==> config.mk <==
export PLATFORM = sky130hd
export DESIGN_NAME = spike_rate_decoder_flat
export DESIGN_NICKNAME = d
export VERILOG_FILES = /design/src/rtl/spike_pkg.sv /design/src/rtl/spike_rate_decoder_if.sv /design/src/rtl/spike_isi_timer.sv /design/src/rtl/spike_rate_decoder.sv /design/src/flat_wrapper.sv
export SDC_FILE = /design/constraint.sdc
export NUM_CORES = 1
export LEC_CHECK = 0
export CORE_MARGIN = 3
export CORE_UTILIZATION = 40
export DETAILED_ROUTE_END_ITERATION = 10
export SYNTH_ARGS = -nofsm -noshare
export SYNTH_HDL_FRONTEND = slang
export SYNTH_SLANG_ARGS = --single-unit
==> constraint.sdc <==
create_clock -name clk -period 3.5 [get_ports clk]
set_clock_uncertainty 0.05 [all_clocks]
set_input_delay 0.7 -clock clk [delete_from_list [all_inputs] [get_ports clk]]
set_output_delay 0.7 -clock clk [all_outputs]
set_load 0.01 [all_outputs]
==> src/rtl/spike_pkg.sv <==
`default_nettype none
// ============================================================================
// Module   : spike_pkg
// Brief    : Shared widths and window FSM state type for the spike rate
//            decoder and its optional inter-spike-interval timer
//            (ISI_MEASURE_EN).
// Revision : 1.0 - initial release
// ============================================================================
package spike_pkg;

  localparam int SPK_CNT_W = 8;
  localparam int ISI_W     = 8;

  typedef enum logic [0:0] {
    IDLE  = 1'b0,
    COUNT = 1'b1
  } state_t;

endpackage
`default_nettype wire

==> src/rtl/spike_rate_decoder_if.sv <==
`default_nettype none
// ============================================================================
// Module   : spike_rate_decoder_if
// Brief    : Valid/ready result channel carrying the per-window spike rate.
//            master = decoder side, slave = consumer side.
// Revision : 1.0 - initial release
// ============================================================================
interface spike_rate_decoder_if;
  import spike_pkg::*;

  logic [SPK_CNT_W-1:0] rate_out;
  logic                 rate_valid;
  logic                 rate_ready;

  modport master (
    output rate_out,
    output rate_valid,
    input  rate_ready
  );

  modport slave (
    input  rate_out,
    input  rate_valid,
    output rate_ready
  );

endinterface
`default_nettype wire

==> src/rtl/spike_isi_timer.sv <==
`default_nettype none
// ============================================================================
// Module   : spike_isi_timer
// Brief    : Free-running saturating interval counter. Each rising spike edge
//            reports the cycles since the previous edge. The first edge after
//            reset only arms the measurement. Instantiated only when
//            ISI_MEASURE_EN is defined.
// Revision : 1.0 - initial release
// ============================================================================
module spike_isi_timer
  import spike_pkg::*;
(
  input  wire              clk,
  input  wire              rst,
  input  wire              edge_det,
  output logic [ISI_W-1:0] isi_out,
  output logic             isi_valid
);

  logic [ISI_W-1:0] r_cnt;
  logic [ISI_W-1:0] r_isi_out;
  logic             r_isi_valid;
  logic             r_armed;

  // Interval counter, arm flag and one-cycle result pulse
  always_ff @(posedge clk or posedge rst) begin
    if (rst) begin
      r_cnt       <= '0;
      r_isi_out   <= '0;
      r_isi_valid <= 1'b0;
      r_armed     <= 1'b0;
    end else begin
      r_isi_valid <= 1'b0;
      if (edge_det) begin
        // The reload value of 1 accounts for the edge cycle itself
        r_cnt   <= {{(ISI_W-1){1'b0}}, 1'b1};
        r_armed <= 1'b1;
        if (r_armed) begin
          r_isi_out   <= r_cnt;
          r_isi_valid <= 1'b1;
        end
      end else if (r_cnt != {ISI_W{1'b1}}) begin
        r_cnt <= r_cnt + {{(ISI_W-1){1'b0}}, 1'b1};
      end
    end
  end

  assign isi_out   = r_isi_out;
  assign isi_valid = r_isi_valid;

endmodule
`default_nettype wire

==> src/rtl/spike_rate_decoder.sv <==
`default_nettype none
// ============================================================================
// Module   : spike_rate_decoder
// Brief    : Counts rising spike edges over back-to-back windows of
//            window_len cycles (0 = 256) and hands each count out on a
//            valid/ready channel. A result that completes while a previous
//            one is still unconsumed is dropped and flagged in drop_err.
//            Define ISI_MEASURE_EN to add inter-spike-interval reporting.
// Revision : 1.0 - initial release
// ============================================================================
module spike_rate_decoder
  import spike_pkg::*;
(
  input  wire                   clk,
  input  wire                   rst,
  input  wire                   spike_in,
  input  wire                   enable,
  input  wire [SPK_CNT_W-1:0]   window_len,
  spike_rate_decoder_if.master  rate_bus,
  output logic                  drop_err,
  output logic [ISI_W-1:0]      isi_out,
  output logic                  isi_valid
);

  state_t               r_state;
  state_t               w_state_next;
  logic                 r_spike_d;
  logic                 w_edge;
  logic [SPK_CNT_W-1:0] r_len;
  logic [SPK_CNT_W-1:0] r_samples;
  logic [SPK_CNT_W-1:0] r_count;
  logic [SPK_CNT_W-1:0] w_last_idx;
  logic [SPK_CNT_W-1:0] w_final_count;
  logic                 w_start;
  logic                 w_sample;
  logic                 w_complete;
  logic [SPK_CNT_W-1:0] r_rate_out;
  logic                 r_rate_valid;
  logic                 r_drop_err;

  assign w_edge = spike_in & ~r_spike_d;

  // Sample index of the last cycle; a latched 0 wraps to 255, giving 256 samples
  assign w_last_idx    = r_len - {{(SPK_CNT_W-1){1'b0}}, 1'b1};
  assign w_final_count = r_count + {{(SPK_CNT_W-1){1'b0}}, w_edge};

  // Edge history runs every cycle regardless of state so boundary edges are seen
  always_ff @(posedge clk or posedge rst) begin
    if (rst) begin
      r_spike_d <= 1'b0;
    end else begin
      r_spike_d <= spike_in;
    end
  end

  // Window FSM state register
  always_ff @(posedge clk or posedge rst) begin
    if (rst) begin
      r_state <= IDLE;
    end else begin
      r_state <= w_state_next;
    end
  end

  // Window FSM next-state and control strobes
  always_comb begin
    w_state_next = r_state;
    w_start      = 1'b0;
    w_sample     = 1'b0;
    w_complete   = 1'b0;
    case (r_state)
      IDLE: begin
        if (enable) begin
          w_start      = 1'b1;
          w_state_next = COUNT;
        end
      end
      COUNT: begin
        if (!enable) begin
          w_state_next = IDLE;
        end else begin
          w_sample = 1'b1;
          if (r_samples == w_last_idx) begin
            // Completion relatches immediately so windows run back-to-back
            w_complete = 1'b1;
            w_start    = 1'b1;
          end
        end
      end
      default: w_state_next = IDLE;
    endcase
  end

  // Window length latch, sample index and edge accumulator
  always_ff @(posedge clk or posedge rst) begin
    if (rst) begin
      r_len     <= '0;
      r_samples <= '0;
      r_count   <= '0;
    end else if (w_start) begin
      r_len     <= window_len;
      r_samples <= '0;
      r_count   <= '0;
    end else if (w_sample) begin
      r_samples <= r_samples + {{(SPK_CNT_W-1){1'b0}}, 1'b1};
      r_count   <= w_final_count;
    end
  end

  // Result register with valid/ready hold and sticky drop flag
  always_ff @(posedge clk or posedge rst) begin
    if (rst) begin
      r_rate_out   <= '0;
      r_rate_valid <= 1'b0;
      r_drop_err   <= 1'b0;
    end else if (w_complete) begin
      if (!r_rate_valid || rate_bus.rate_ready) begin
        r_rate_out   <= w_final_count;
        r_rate_valid <= 1'b1;
      end else begin
        r_drop_err <= 1'b1;
      end
    end else if (r_rate_valid && rate_bus.rate_ready) begin
      r_rate_valid <= 1'b0;
    end
  end

  assign rate_bus.rate_out   = r_rate_out;
  assign rate_bus.rate_valid = r_rate_valid;
  assign drop_err            = r_drop_err;

`ifdef ISI_MEASURE_EN
  spike_isi_timer u_isi_timer (
    .clk       (clk),
    .rst       (rst),
    .edge_det  (w_edge),
    .isi_out   (isi_out),
    .isi_valid (isi_valid)
  );
`else
  assign isi_out   = '0;
  assign isi_valid = 1'b0;
`endif

endmodule
`default_nettype wire

==> src/flat_wrapper.sv <==
// flat-port wrapper written by rule: the top's interface ports become plain ports
module spike_rate_decoder_flat import spike_pkg::*;
  (clk, rst, spike_in, enable, window_len, drop_err, isi_out, isi_valid, rate_bus_rate_out, rate_bus_rate_valid, rate_bus_rate_ready);
  spike_rate_decoder_if rate_bus_i ();
  input  wire clk;
  input  wire rst;
  input  wire spike_in;
  input  wire enable;
  input  wire [SPK_CNT_W-1:0] window_len;
  output logic drop_err;
  output logic [ISI_W-1:0] isi_out;
  output logic isi_valid;
  output wire logic [$bits(rate_bus_i.rate_out)-1:0] rate_bus_rate_out;
  output wire logic [$bits(rate_bus_i.rate_valid)-1:0] rate_bus_rate_valid;
  input wire logic [$bits(rate_bus_i.rate_ready)-1:0] rate_bus_rate_ready;
  assign rate_bus_rate_out = rate_bus_i.rate_out;
  assign rate_bus_rate_valid = rate_bus_i.rate_valid;
  assign rate_bus_i.rate_ready = rate_bus_rate_ready;
  spike_rate_decoder u_core (.clk(clk), .rst(rst), .spike_in(spike_in), .enable(enable), .window_len(window_len), .rate_bus(rate_bus_i), .drop_err(drop_err), .isi_out(isi_out), .isi_valid(isi_valid));
endmodule
Word level (Yosys, flattened, before mapping)
Index checks and enable logic that the tools add are counted.

Flip-flop bits (word level): 36. Bits of input ports: 13. Output and inout port bits: 19. Logic and storage cells: 38.

$add $sub $neg: 3. Equality and inequality tests: 2. Mux-type cells: 13. Bitwise gates (word level): 4. Reduce and logical (&&, ||, !) cells: 8.

Operator list (count): 2-to-1 mux 8 bit (4); adder 8 x 1 -> 8 bit (1); adder 8 x 1 -> 8 bit (second input constant) (1); equality test 8 bit (1); 2-to-1 mux 1 bit (8); subtractor 8 x 1 -> 8 bit (second input constant) (1); AND reduction 2 bit (3); nonzero test 2 bit (2); NOT 1 bit (3); != test 2 bit (second input constant) (1); one-hot mux 1 bit (2 select lines) (1); AND 1 bit (1); logical AND 1 bit (1); logical NOT 1 bit (1); logical OR 1 bit (1).

Depth between registers and ports, before layout
Gate-level depths: netlist (run 1).

Depth after elaboration: 7. Mapped depth: 10. Depth with buffers taken out: 8.

Worst setup path before layout (run 1)
OpenSTA, ideal clock, no wires.

Path kind: register to register. From: reg u_core.r_len[0]. To: reg u_core.r_rate_out[0] (netlist: u_core.rate_bus.rate_out[0]). Setup time: 0.125 ns. Arrival: 2.626 ns. Required time: 3.325 ns. Setup slack: 0.698 ns. Cell stages (with the launch flop): 11. Buffers on the path: 2. Clock period less this slack: 2.802 ns. Path through: dfrtp_1 > inv_1 > ha_1 > o21bai_1 > a2111oi_0 > a311oi_1 > a2111o_1 > buf_2 > or3_1 > buf_6 > mux2_4.

Cells in the longest elaborated chain, start to end: 6.

RTL lines: start, declared (RTL line spike_rate_decoder.sv:29) `logic [SPK_CNT_W-1:0] r_len;`; start signal, assigned (RTL line spike_rate_decoder.sv:101) `r_len <= window_len;`; subtractor 8 x 1 -> 8 bit (RTL line spike_rate_decoder.sv:44) `assign w_last_idx = r_len - {{(SPK_CNT_W-1){1'b0}}, 1'b1};`; equality test 8 bit (RTL line spike_rate_decoder.sv:83) `if (r_samples == w_last_idx) begin`; 2-to-1 mux 1 bit (RTL line spike_rate_decoder.sv:83); 2-to-1 mux 1 bit (RTL line spike_rate_decoder.sv:79) `if (!enable) begin`; 2-to-1 mux 1 bit (RTL line spike_rate_decoder.sv:71) `case (r_state)`; AND reduction 2 bit (no source line); end signal, assigned (RTL line spike_rate_decoder.sv:118) `r_rate_out <= w_final_count;`; end, declared (RTL line spike_rate_decoder.sv:37) `logic [SPK_CNT_W-1:0] r_rate_out;`.

Every way passes these cells. A chain may end at the register's enable or synchronous reset.

Worst setup path in the final report (run 1)
From: reg u_core.r_len[0]. To: reg u_core.r_rate_out[5] (netlist: u_core.rate_bus.rate_out[5]).

The elaborated chain is that of the path after synthesis.

==> flow_summary.json, run 1 <==
{
  "crit_arrival_ps": 3220,
  "p_per_area_nw_per_um2": 412,
  "fillCellCount": 478,
  "synth-seq-area-share_pct": 44.6,
  "boundaryPins": 32,
  "crit_path_start_kind": "flip-flop",
  "status": "finished, final reports clean",
  "min_period_ps": 3100,
  "grt_pass1_wl_um": 6190,
  "fin_tns_setup_ps": 0,
  "drt-initial-drc-count": 72,
  "drt-wirelength-per-cell_um": 12.7,
  "clk_latency_ps": 290,
  "cts_hold_buf": 0,
  "cts.sinks": 36,
  "path_clk_slew_ps": 70,
  "final_max_slew_viol_count": 0,
  "gr-total-overflow": 0,
  "gr-max-usage-layer": "met2",
  "die-width_um": 77.1,
  "worst_path_max_delay_cell": "or3_1",
  "crit_buf_inv": 1,
  "numPortBuffers": 22,
  "use_met3_pct": 3.87,
  "numCtsBuffers": 5,
  "clockBufferDepth": 2,
  "diodes": 0,
  "yosysWarnings": 0,
  "syn2layout_area_growth_pct": 17.2,
  "async_flop_share_pct": 100,
  "hold_path.class": "reg -> reg",
  "crit_path_end_kind": "flip-flop",
  "synth-xor-area-share_pct": 6.50,
  "synth_top_family_by_area": "simple AND/OR/NAND/NOR gates",
  "cpPeakStageDelay_ps": 620,
  "ctsResizeCount": 0,
  "timing.critical_path.max_delay_family": "compound AO/OA/AOI/OAI gates",
  "final_layout_size_suffix_gt1_share_pct": 13.1,
  "htreeDepth": 2,
  "coreArea_um2": 4820,
  "synth_mux_area_share_pct": 10.9,
  "synth_seq_cells": 36,
  "synthCells": 198,
  "min_period_over_period_pct": 88.5,
  "grt_pass1_vias": 1353,
  "critPathMaxFanout": 8,
  "start_util_pct": 41.9,
  "grtUsageTotal_pct": 13.1,
  "synth_edf_count": 0,
  "netlist_area_um2": 2020,
  "critical_path_class": "reg -> reg",
  "synthFlopType": "dfrtp_1",
  "antenna_found_initial": 0,
  "dr.pass1.iters": 4,
  "grt_max_degree": 37,
  "ir_drop_uv": 226,
  "die_h_um": 77.1,
  "dieArea_um2": 5940,
  "wirelength_um": 3650,
  "synthAdderAreaFrac_pct": 2.48,
  "rows": 25,
  "grt_use_met1_pct": 16.7,
  "rsz0062_at_grt": "no",
  "p_leak_uw": 0.00106,
  "power.total_uw": 975,
  "max_freq_mhz": 323,
  "drcViolationCount": 0,
  "synth_compound_area_share_pct": 12.5,
  "synth_area_per_cell_um2": 10.2,
  "route.vias.total": 1445,
  "setup_viol": 0,
  "crit_chain": "inv_1, ha_1, o21bai_1, a2111oi_0, a311oi_1, a2111o_1, or3_1, mux2_4",
  "synth_cell_types": 43,
  "grt_use_met2_pct": 20.9,
  "dpl.hpwl_um": 2630,
  "ant_nets": 0,
  "hold_viol": 0,
  "synth-simple-area-share_pct": 15.0,
  "fin_nets": 238,
  "vias_per_cell": 5.02,
  "gp_congestion": 0.826,
  "post_cts_buffers": 0,
  "cts_tree": "built",
  "maxCapViolCount": 0,
  "required_ps": 3630,
  "cts-root-buf": "clkbuf_8"
}
-- sequential cells by signal, summed over array words and instances, names as in the netlist --
register                    flops
u_core.drop_err                 1
u_core.r_count                  8
u_core.r_len                    8
u_core.r_samples                8
u_core.r_spike_d                1
u_core.r_state                  1
u_core.rate_bus.rate_out        8
u_core.rate_bus.rate_valid      1
-- synthesized netlist by cell type (6+ instances only) --
master    instances  area [um2]
a21oi_1           8        40.0
nor2_1            9        33.8
xor2_1            7        61.3
mux2_2            8        90.1
mux2_4            8         120
o22ai_1           8        50.1
dfrtp_1          36         901
clkbuf_1          6        22.5
buf_4             9        67.6
xnor2_1           8        70.1
nand3_1           8        40.0
nand2b_1          6        37.5
nand2_1          11        41.3
inv_1            14        52.6
-- power by group --
part | internal [uW] | leakage, uW | total (uW) | switching [uW]
clock network | 175 | 0.0000503 | 317 | 142
registers | 448 | 0.000475 | 492 | 43.9
logic | 85.9 | 0.000532 | 166 | 79.8
-- cells by family after synthesis --
family	Yosys count
multiplexers	17
AO/OA/AOI/OAI	37
AND/OR/NAND/NOR	57
flip-flops	36
other	1
adder cells (fa/ha/maj)	4
XOR/XNOR	15
buffers and inverters	31
-- routing by layer --
metal | vias to the layer above | share of wire (%)
met5 | - | 0
met3 | 5 | 3.8
met4 | 0 | 1.2
li1 | 725 | -
met2 | 27 | 46
met1 | 688 | 49
-- path summary, 6_finish.rpt --
check | to | cells past startpoint | start | slack, ps
min in group asynchronous | u_core.drop_err | 3 | rst | 770
hold reg to reg | u_core.drop_err | 1 | u_core.drop_err | 410
max in group asynchronous | u_core.r_len[7] | 3 | rst | 2310
setup reg to reg | u_core.rate_bus.rate_out[5] | 8 | u_core.r_len[0] | 400
setup / recovery | u_core.rate_bus.rate_out[5] | 8 | u_core.r_len[0] | 400
hold / removal | u_core.drop_err | 1 | u_core.drop_err | 410
-- layout by cell type, fill, tap and decap left out, types with 9 or more instances in the layout --
cell             Yosys  routed
dfrtp_1             36      36
clkdlybuf4s50_1      0      22
inv_1               14      14
nand2_1             11      11
nor2_1               9       9
conb_1               1       9
-- through the flow --
step,setup slack [ps],hold slack (ps),instance area [um2],util [%],cells
5_1_grt,183,435,2370,49.1,288
4_1_cts,412,417,2370,49.1,288
3_5_place_dp,428,401,2270,47.1,281
6_report,402,413,2370,49.1,288
2_1_floorplan,698,443,2050,-,206
3_3_place_gp,471,397,2270,47.1,281
-- cell type report --
type / count / area (um2) / share of cell area (%)
inverters: 14 / 52.6 / 2.22
flip-flops and latches: 36 / 901 / 38.1
multi-input cells: 139 / 991 / 41.9
repair buffers: 25 / 243 / 10.3
clock buffers: 7 / 96.3 / 4.07
well taps: 67 / 83.8 / 3.54
No activity file was read; power rests on OpenSTA's default activity.
==> run 2: changes to the inputs <==
--- a/config.mk
+++ b/config.mk
@@ -11,3 +11,4 @@
 export SYNTH_ARGS = -nofsm -noshare
 export SYNTH_HDL_FRONTEND = slang
 export SYNTH_SLANG_ARGS = --single-unit
+export TNS_END_PERCENT = 1
==> results of run 2 <==
Final layout, timing and power as in run 1 (identical DEF).
==> run 3: changes to the inputs <==
--- a/config.mk
+++ b/config.mk
@@ -8,6 +8,7 @@
 export CORE_MARGIN = 3
 export CORE_UTILIZATION = 40
 export DETAILED_ROUTE_END_ITERATION = 10
+export RECOVER_POWER = 25
 export SYNTH_ARGS = -nofsm -noshare
 export SYNTH_HDL_FRONTEND = slang
 export SYNTH_SLANG_ARGS = --single-unit
==> run 3 against run 2 <==
Effect of this change:
- the flow now finishes with violations (max-capacitance violations, max-slew violations)
- via count is essentially flat
- critical endpoint unchanged
- first-iteration DRC count unchanged
- cell count did not move
- highest routed layer unchanged
- register-to-register slack barely moved
- maximum frequency barely moved
- count of clock-buffer cells in the layout unchanged
- global-route usage unchanged
- combinational power is essentially flat
==> flow_summary.json, run 3 (synthesis gave the netlist of run 1 again) <==
{
  "drt-wirelength-per-cell_um": 12.7,
  "p_per_area_nw_per_um2": 412,
  "cts-root-buf": "clkbuf_8",
  "critPathMaxFanout": 8,
  "final_common_cell": "dfrtp_1",
  "fin_nets": 238,
  "route.vias.total": 1446,
  "drcViolationCount": 0,
  "max_freq_mhz": 323,
  "maxSlewHeadroom_pct": -26.6,
  "gr-total-overflow": 0,
  "ctsResizeCount": 0,
  "dpl.hpwl_um": 2630,
  "ff2ff_setup_slack_ps": 400,
  "required_ps": 3630,
  "min_period_over_period_pct": 88.5,
  "die-width_um": 77.1,
  "syn2layout_area_growth_pct": 17.0,
  "dr.pass1.iters": 4,
  "reg2reg_from": "u_core.r_len[0]",
  "fin_util_pct": 49.1,
  "fin_tns_setup_ps": 0,
  "rsz0062_at_grt": "no",
  "p_leak_uw": 0.00105,
  "hold_path.class": "reg -> reg",
  "ir_drop_uv": 226,
  "hold_viol": 0,
  "path_clk_slew_ps": 70,
  "final_layout_size_suffix_gt1_share_pct": 12.7,
  "critical_path_class": "reg -> reg",
  "grtUsageTotal_pct": 13.1,
  "cts_hold_buf": 0,
  "gp_congestion": 0.826,
  "reg2regPathDepth": 8,
  "ant_nets": 0,
  "diodes": 0,
  "clockBufferDepth": 2,
  "maxCapViolCount": 1,
  "htreeDepth": 2,
  "hold_depth": 1,
  "vias_per_cell": 5.02,
  "grt_pass1_vias": 1353,
  "die_h_um": 77.1,
  "design_area_um2": 2360,
  "dieArea_um2": 5940,
  "grt_max_degree": 37,
  "crit_path_end_kind": "flip-flop",
  "layout_common_cells": "dfrtp_1, clkdlybuf4s50_1, inv_1",
  "holdPathEnd": "u_core.drop_err",
  "crit_path_start_kind": "flip-flop",
  "grt_pass1_wl_um": 6190,
  "tightest_slew_ps": 1900,
  "status": "finished, violations left",
  "cts_tree": "built",
  "cts.sinks": 36,
  "coreArea_um2": 4820,
  "final_max_slew_viol_count": 37,
  "violations": "max-capacitance violations, max-slew violations",
  "rows": 25,
  "wirelength_um": 3650,
  "r2r-end": "u_core.rate_bus.rate_out[5]",
  "holdCritStartpoint": "u_core.drop_err",
  "start_util_pct": 41.9,
  "min_period_ps": 3100,
  "antenna_found_initial": 0,
  "numPortBuffers": 22,
  "setup_viol": 0,
  "dpl_cell_area_um2": 2270,
  "clk_latency_ps": 290,
  "post_cts_buffers": 0,
  "numCtsBuffers": 5,
  "fillCellCount": 479,
  "boundaryPins": 32,
  "drt-initial-drc-count": 72,
  "crit_arrival_ps": 3220
}
-- run 3: how the worst max path moves through the flow --
stage | start | end | slack, ps | depth (start not counted)
after floorplan | u_core.r_len[0] | u_core.rate_bus.rate_out[0] | 700 | 10
after CTS | u_core.r_len[0] | u_core.rate_bus.rate_out[5] | 410 | 8
after global placement | u_core.r_len[0] | u_core.rate_bus.rate_out[0] | 470 | 8
after detailed placement | u_core.r_len[0] | u_core.rate_bus.rate_out[5] | 430 | 8
final | u_core.r_len[0] | u_core.rate_bus.rate_out[5] | 400 | 8
after global routing | u_core.r_len[0] | u_core.rate_bus.rate_out[6] | 180 | 8
-- run 3: critical path: stages (launching register included) --
cell and delay (ps):
dfrtp_1 410, inv_1 80, ha_1 270, o21bai_1 170, a2111oi_0 410, a311oi_1 110, a2111o_1 490, or3_1 620
mux2_4 370
-- run 3: metal layers --
metal	part of all wire [%]	GRT usage [%]
met4	1.2	4.80
met2	46	20.9
met5	0	0
met1	49	16.7
met3	3.8	3.87
-- run 3: through the flow --
step / setup WS [ps] / total power [uW] / cells / hold slack [ps]
global route: 183 / 1030 / 288 / 435
CTS: 412 / 988 / 288 / 417
detailed placement: 428 / 668 / 281 / 401
floorplan: 698 / 621 / 206 / 443
finish: 403 / 974 / 288 / 413
global placement: 471 / 665 / 281 / 397
-- run 3: power breakdown --
part / internal (uW) / switching [uW] / leakage [uW]
sequential: 448 / 43.9 / 0.000475
clock: 175 / 142 / 0.0000503
combinational: 84.9 / 79.8 / 0.000529
total: 708 / 266 / 0.00105
-- run 3: final cells by class --
type	instances	area [um2]	area share, %
Tap cell	67	83.8	3.55
Multi-Input combinational cell	139	991	41.9
Clock buffer	7	96.3	4.08
Timing Repair Buffer	25	239	10.1
Inverter	14	52.6	2.22
Sequential cell	36	901	38.1
